`config.mk`:
```
export PLATFORM = sky130hd
export DESIGN_NAME = resource_arbiter
export DESIGN_NICKNAME = d
export VERILOG_FILES = /design/src/rtl/resource_arb_pkg.sv /design/src/rtl/resource_arb_tag_fifo.sv /design/src/rtl/resource_arbiter.sv
export SDC_FILE = /design/constraint.sdc
export NUM_CORES = 1
export LEC_CHECK = 0
export ABC_CLOCK_PERIOD_IN_PS = 5700
export BUFFER_PORTS_ARGS = -buffer_cell sky130_fd_sc_hd__buf_2
export CORE_AREA = 2 2 135 137
export DETAILED_ROUTE_END_ITERATION = 8
export DIE_AREA = 0 0 137 139
export PLACE_DENSITY = 0.58
export SYNTH_ARGS = -nofsm -noshare
export SYNTH_HDL_FRONTEND = slang
export SYNTH_HIERARCHICAL = 1
export SYNTH_SLANG_ARGS = --single-unit
```
`constraint.sdc`:
```
create_clock -name clk -period 5.7 [get_ports clk]
set_input_delay 0 -clock clk [delete_from_list [all_inputs] [get_ports clk]]
set_output_delay 0 -clock clk [all_outputs]
set_load 0.1 [all_outputs]
```
`src/rtl/resource_arb_pkg.sv`:
```
// resource_arb_pkg: shared index width, owner type and the
// round-robin search helper for the resource arbiter.
package resource_arb_pkg;

  localparam int NUM_REQ_DEF = 4;
  localparam int REQ_IDX_W   = $clog2(NUM_REQ_DEF);
  localparam int MAX_REQ     = 8;

  typedef logic [REQ_IDX_W-1:0] owner_t;

  // Returns {found, idx}: first set bit of req at or after ptr, mod n.
  function automatic logic [3:0] rr_pick(
    input logic [MAX_REQ-1:0] req,
    input logic [2:0]         ptr,
    input int                 n
  );
    logic       found;
    logic [2:0] idx;
    int         j;
    found = 1'b0;
    idx   = 3'd0;
    for (int k = 0; k < MAX_REQ; k++) begin
      j = int'(ptr) + k;
      if (j >= n) j = j - n;
      if (!found && (k < n) && req[j[2:0]]) begin
        found = 1'b1;
        idx   = j[2:0];
      end
    end
    return {found, idx};
  endfunction

endpackage

```
`src/rtl/resource_arb_tag_fifo.sv`:
```
// resource_arb_tag_fifo: synchronous FIFO of owner tags.
// A pop frees a slot for a same-cycle push when full.
module resource_arb_tag_fifo
  import resource_arb_pkg::*;
#(
  parameter int W     = 2,
  parameter int DEPTH = 8
) (
  input  logic                     clk,
  input  logic                     reset,
  input  logic                     push,
  input  logic [W-1:0]             din,
  input  logic                     pop,
  output logic                     full,
  output logic                     empty,
  output logic [W-1:0]             head,
  output logic [$clog2(DEPTH):0]   count
);

  localparam int AW = $clog2(DEPTH);

  logic [W-1:0]  r_mem [DEPTH];
  logic [AW-1:0] r_rd;
  logic [AW-1:0] r_wr;
  logic [AW:0]   r_cnt;
  logic          w_pop;
  logic          w_push;

  assign empty  = (r_cnt == '0);
  assign full   = (r_cnt == (AW+1)'(DEPTH));
  assign head   = r_mem[r_rd];
  assign count  = r_cnt;
  assign w_pop  = pop & ~empty;
  assign w_push = push & (~full | w_pop);

  always_ff @(posedge clk) begin
    if (w_push) r_mem[r_wr] <= din;
  end

  always_ff @(posedge clk) begin
    if (reset) begin
      r_rd  <= '0;
      r_wr  <= '0;
      r_cnt <= '0;
    end else begin
      if (w_push) r_wr <= r_wr + 1'b1;
      if (w_pop)  r_rd <= r_rd + 1'b1;
      unique case ({w_push, w_pop})
        2'b10:   r_cnt <= r_cnt + 1'b1;
        2'b01:   r_cnt <= r_cnt - 1'b1;
        default: r_cnt <= r_cnt;
      endcase
    end
  end

endmodule

```
`src/rtl/resource_arbiter.sv`:
```
// resource_arbiter: round-robin share of one in-order resource.
// Optional grant lock for bursts: define ARB_BURST_LOCK_EN.
module resource_arbiter
  import resource_arb_pkg::*;
#(
  parameter int NUM_REQ         = 4,
  parameter int DATA_W          = 32,
  parameter int MAX_OUTSTANDING = 8,
  parameter int BURST_MAX       = 4
) (
  input  logic                      clk,
  input  logic                      reset,
  input  logic [NUM_REQ*DATA_W-1:0] in_data_from_req,
  input  logic [NUM_REQ-1:0]        in_valid_from_req,
  input  logic [NUM_REQ-1:0]        in_flush_from_req,
  output logic [NUM_REQ-1:0]        out_stall_to_req,
  output logic [DATA_W-1:0]         out_data_to_resource,
  output logic                      out_valid_to_resource,
  output logic                      out_flush_to_resource,
  input  logic                      in_stall_from_resource,
  input  logic [DATA_W-1:0]         in_data_from_resource,
  input  logic                      in_valid_from_resource,
  input  logic                      in_flush_from_resource,
  output logic                      out_stall_to_resource,
  output logic [NUM_REQ*DATA_W-1:0] out_data_to_req,
  output logic [NUM_REQ-1:0]        out_valid_to_req,
  output logic [NUM_REQ-1:0]        out_flush_to_req,
  input  logic [NUM_REQ-1:0]        in_stall_from_req,
  output logic                      out_err_unexpected_rsp
);

  localparam int IW = (NUM_REQ > 1) ? $clog2(NUM_REQ) : 1;
  localparam int CW = $clog2(MAX_OUTSTANDING) + 1;

  function automatic logic [IW-1:0] f_inc(input logic [IW-1:0] v);
    return (int'(v) == NUM_REQ - 1) ? '0 : v + 1'b1;
  endfunction

  logic [DATA_W-1:0] r_data;
  logic              r_valid;
  logic              r_flush;
  logic [IW-1:0]     r_owner;
  logic [IW-1:0]     r_rr_ptr;
  logic              r_err;

  logic [3:0]        w_pick;
  logic [IW-1:0]     w_winner;
  logic              w_free;
  logic              w_room;
  logic              w_accept;
  logic [IW-1:0]     w_rr_next;
  logic              w_push;
  logic              w_pop;
  logic              w_full;
  logic              w_empty;
  logic [IW-1:0]     w_head;
  logic [CW-1:0]     w_count;

  assign w_pick   = rr_pick(MAX_REQ'(in_valid_from_req),
                            3'(r_rr_ptr), NUM_REQ);
  assign w_winner = IW'(w_pick[2:0]);
  assign w_free   = ~r_valid | ~in_stall_from_resource;
  assign w_room   = ({1'b0, w_count} + (CW+1)'(r_valid))
                    < (CW+1)'(MAX_OUTSTANDING);
  assign w_accept = ~reset & w_free & w_room & w_pick[3];

  always_comb begin
    out_stall_to_req = '1;
    for (int i = 0; i < NUM_REQ; i++) begin
      if (w_accept && (w_winner == IW'(i)))
        out_stall_to_req[i] = 1'b0;
    end
  end

`ifdef ARB_BURST_LOCK_EN
  localparam int BW = $clog2(BURST_MAX + 1);

  logic          r_lock_act;
  logic [IW-1:0] r_lock_idx;
  logic [BW-1:0] r_lock_cnt;
  logic [BW-1:0] w_cnt_next;
  logic          w_lock_end;

  // While locked, rr_ptr parks on the owner so it wins the search.
  always_comb begin
    w_cnt_next = (r_lock_act && (w_winner == r_lock_idx))
                 ? r_lock_cnt + BW'(1) : BW'(1);
    w_lock_end = (w_cnt_next == BW'(BURST_MAX));
    w_rr_next  = r_rr_ptr;
    if (w_accept)
      w_rr_next = w_lock_end ? f_inc(w_winner) : w_winner;
    else if (r_lock_act && !in_valid_from_req[r_lock_idx])
      w_rr_next = f_inc(r_lock_idx);
  end

  always_ff @(posedge clk) begin
    if (reset) begin
      r_lock_act <= 1'b0;
      r_lock_idx <= '0;
      r_lock_cnt <= '0;
    end else if (w_accept) begin
      r_lock_act <= ~w_lock_end;
      r_lock_idx <= w_winner;
      r_lock_cnt <= w_lock_end ? '0 : w_cnt_next;
    end else if (r_lock_act && !in_valid_from_req[r_lock_idx]) begin
      r_lock_act <= 1'b0;
      r_lock_cnt <= '0;
    end
  end
`else
  assign w_rr_next = w_accept ? f_inc(w_winner) : r_rr_ptr;
`endif

  always_ff @(posedge clk) begin
    if (reset) begin
      r_data   <= '0;
      r_valid  <= 1'b0;
      r_flush  <= 1'b0;
      r_owner  <= '0;
      r_rr_ptr <= '0;
      r_err    <= 1'b0;
    end else begin
      if (w_accept) begin
        r_data  <= in_data_from_req[w_winner*DATA_W +: DATA_W];
        r_flush <= in_flush_from_req[w_winner];
        r_valid <= 1'b1;
        r_owner <= w_winner;
      end else if (w_free) begin
        r_valid <= 1'b0;
      end
      r_rr_ptr <= w_rr_next;
      if (in_valid_from_resource && w_empty) r_err <= 1'b1;
    end
  end

  assign out_data_to_resource   = r_data;
  assign out_valid_to_resource  = r_valid;
  assign out_flush_to_resource  = r_flush;
  assign out_err_unexpected_rsp = r_err;

  assign w_push = r_valid & ~in_stall_from_resource;
  assign w_pop  = in_valid_from_resource & ~out_stall_to_resource;

  resource_arb_tag_fifo #(
    .W     (IW),
    .DEPTH (MAX_OUTSTANDING)
  ) u_tags (
    .clk   (clk),
    .reset (reset),
    .push  (w_push),
    .din   (r_owner),
    .pop   (w_pop),
    .full  (w_full),
    .empty (w_empty),
    .head  (w_head),
    .count (w_count)
  );

  assign out_stall_to_resource = w_empty | in_stall_from_req[w_head];
  assign out_data_to_req = {NUM_REQ{in_data_from_resource}};

  always_comb begin
    out_valid_to_req = '0;
    out_flush_to_req = '0;
    out_valid_to_req[w_head] = in_valid_from_resource & ~w_empty;
    out_flush_to_req[w_head] = in_flush_from_resource & ~w_empty;
  end

  logic w_unused;
  assign w_unused = w_full;

endmodule

```
==> parameters.txt <==
Parameter                              Value

Status
  Run status    finished clean

Finish
  Fill cell total of the finished layout    1783
  Net count reported at finish    815
  Fraction of layout cells with a size suffix above 1    40.5%
  Reg area    1520 sq um
  Total area of multi-input combinational cells    2190 sq um
  Post-Layout Cell Count    866
  Diode count    0
  Post-synthesis to final-layout area growth    27.8%

STA
  Worst hold margin    0.0000677 ns
  Max-slew headroom at the worst pin    31.5%
  Final total negative setup slack    0 ns
  Actual transition at the worst max-transition pin    1.03 ns
  Fin crit share    73.6%
  Maximum achievable frequency    0.238 GHz
  Final-report max-slew violation count    0
  Setup repair after global routing missed its margin    false
  Final setup skew    0.0121 ns
  Count of final hold-check violations    0
  Final setup violation count    0
  Shortest clock period the worst path allows after layout    4.19 ns
  Final worst-path setup slack    1.51 ns

Clock tree
  Inserted Clock Buffers    9
  CTS tree    done
  Number of clock sinks    68
  Root buffer cell    sky130_fd_sc_hd__clkbuf_16
  Post-CTS clock slew at the launch and capture registers of the worst setup and hold paths    0.06 ns
  Number of H-tree levels    3
  Clock network latency to the later pin of the worst-skew pair    0.34 ns
  # Post-CTS Setup Buffers    0
  Clk buf depth    2
  Post-cts resize count    0

Critical path
  R2R setup slack    1.51 ns
  Worst setup SP type    flip-flop
  Depth of the most critical reg-to-reg path    13
  WP buf/inv    1
  Worst-path cell chain    mux4_2 -> mux2_2 -> mux4_2 -> or2_2 -> nor2_1 -> o21ai_2 -> or2_2 -> inv_1 -> ha_1 -> a21oi_1 -> nor4bb_1 -> o21bai_1 -> a31oi_1
  Critical path's top delay family    simple AND/OR/NAND/NOR gates
  Worst endpoint data arrival time    4.46 ns
  Largest incremental delay on the critical path    0.53 ns
  Crit. End Element    flip-flop
  Reg-to-reg critical path endpoint    u_tags/count[3]$_SDFFE_PP0P_
  Maximum fanout count along the critical path    8
  Required time of the critical path    5.96 ns
  Cell at the slowest stage of the critical path    sky130_fd_sc_hd__mux4_2
  Start-to-end type of the worst setup path    reg2reg

Worst hold path
  Worst Hold Path Cells    0
  Start point of the worst hold path    in_data_from_resource[7]
  End point of the worst hold path    out_data_to_req[71]
  Min-delay worst type    in2out

Placed design
  Final weighted congestion in routability-driven placement    0.759
  Place WS    1.54 ns
  Count of placed standard cells including taps    757
  Number of input and output port buffers inserted    192
  DP HPWL    8560 um

Die
  Vertical die dimension    139 um
  Top-Level Pins    353
  Starting utilization of the core area    27.5%
  Number of rows created at floorplan    49
  Die outline area    19000 sq um
  Core Region    17700 sq um
  Overall die width    137 um

Routing
  Via/cell ratio    4.39
  Post-route DRC violation count    0
  Vias    3799
  Iteration count of the initial detailed-routing pass    4
  First DRT Iteration DRCs    155
  Count of antenna-violating nets left after detailed routing    0
  Wire length reported by the detailed router    12300 um
  Final routed wire length divided by cell count    14.2 um

GRT
  First-pass GRT wire length    19700 um
  Global-route usage over all layers    13.2%
  Remaining Overflow, GRT    0
  Via count of the first global-routing pass    3946
  Pin count of the biggest net entering global routing    61
  Antenna violations before repair    0

Power
  Share of total power in combinational logic    43.4%
  Pwr per Cell Area    313 nW/um^2
  Internal Pwr Total    1.11 mW
  Reported leakage power    2.68 nW
  Part of the power in the clock network    26.7%
  Sw Pwr    825 uW
  Switching power as a share of total power    42.5%
  Share of total power in sequential cells    29.9%
  Max VDD drop    0.171 mV

Yosys
  Cell area after technology mapping    4850 sq um
  Avg Synthesized Cell Area    10.0 sq um
  Cell count after synthesis    485
  Synthesized net count    668
  Syn. warnings    6

Flow run
  Reported max-cap violation count    0
## state kept, by name, indices dropped and copies added, names as in the netlist, named ones only
register,flops
out_data_to_resource,32
out_err_unexpected_rsp,1
out_flush_to_resource,1
out_valid_to_resource,1
r_owner,2
r_rr_ptr,2
u_tags/count,4
u_tags/r_mem,16
u_tags/r_rd,3
u_tags/r_wr,3
## worst reg2reg max path, cell delays in order, from the launching register on
cell and delay, ns:
sky130_fd_sc_hd__dfxtp_1 0.45, sky130_fd_sc_hd__mux4_2 0.53, sky130_fd_sc_hd__mux2_2 0.33, sky130_fd_sc_hd__mux4_2 0.42, sky130_fd_sc_hd__or2_2 0.30, sky130_fd_sc_hd__nor2_1 0.47, sky130_fd_sc_hd__o21ai_2 0.17, sky130_fd_sc_hd__or2_2 0.33
sky130_fd_sc_hd__inv_1 0.09, sky130_fd_sc_hd__ha_1 0.26, sky130_fd_sc_hd__a21oi_1 0.28, sky130_fd_sc_hd__nor4bb_1 0.25, sky130_fd_sc_hd__o21bai_1 0.11, sky130_fd_sc_hd__a31oi_1 0.13
## power by group through the flow
| stage | Sequential (mW) | Clock [mW] | Combinational, mW |
|---|---|---|---|
| floorplan | 0.932 | 0 | 0.669 |
| global placement | 0.589 | 0 | 0.730 |
| detailed placement | 0.590 | 0 | 0.730 |
| CTS | 0.581 | 0.537 | 0.838 |
| global route | 0.587 | 0.548 | 0.883 |
| finish | 0.579 | 0.518 | 0.842 |
## through the flow
step	power, mW	util (%)	area [sq um]
floorplan	1.60	-	4850
global placement	1.32	28.3	5000
detailed placement	1.32	28.3	5000
CTS	1.96	35.1	6200
global route	2.02	35.1	6200
finish	1.94	35.1	6200
## layout make-up
class / count / share of cell area [%]
flip-flops and latches: 68 / 24.5
inverters: 6 / 0.363
multi-input cells: 260 / 35.4
well taps: 229 / 4.62
repair buffers: 287 / 30.8
clock buffers: 11 / 3.75
clock inverters: 5 / 0.585
## worst max path at each step
stage | from | endpoint | slack [ns] | depth (start not counted)
after global routing | flip-flop | u_tags/count[3]$_SDFFE_PP0P_ | 1.23 | 13
after CTS | flip-flop | u_tags/count[3]$_SDFFE_PP0P_ | 1.50 | 13
after global placement | flip-flop | u_tags/count[3]$_SDFFE_PP0P_ | 1.66 | 13
after detailed placement | flip-flop | u_tags/count[3]$_SDFFE_PP0P_ | 1.54 | 13
after floorplan | flip-flop | u_tags/count[3]$_SDFFE_PP0P_ | 1.65 | 13
final | flip-flop | u_tags/count[3]$_SDFFE_PP0P_ | 1.51 | 13
## timing repair
item | CTS | global route
hold endpoints to repair | 34 | 0
endpoints found under the setup margin | 0 | 0
hold buffers | 93 | 0
## per-layer routing
metal	track usage (%)	share of wire [%]	up-vias
li1	-	-	1884
met1	15.0	40	1738
met2	22.6	51	155
met3	3.62	6.2	22
met4	6.19	2.7	0
met5	0	0	-
## layout by cell type, fill, tap and decap left out, drive strengths merged, types with 6 or more instances in the layout
| cell type | count |
|---|---|
| a21oi | 10 |
| buf | 194 |
| clkbuf | 11 |
| dfxtp | 52 |
| dlygate4sd3 | 93 |
| edfxtp | 16 |
| inv | 8 |
| mux2i | 69 |
| nand2 | 46 |
| nand2b | 10 |
| nor2 | 32 |
| nor3 | 6 |
| o221ai | 33 |
Note: power is estimated with default switching activity, not from simulation.
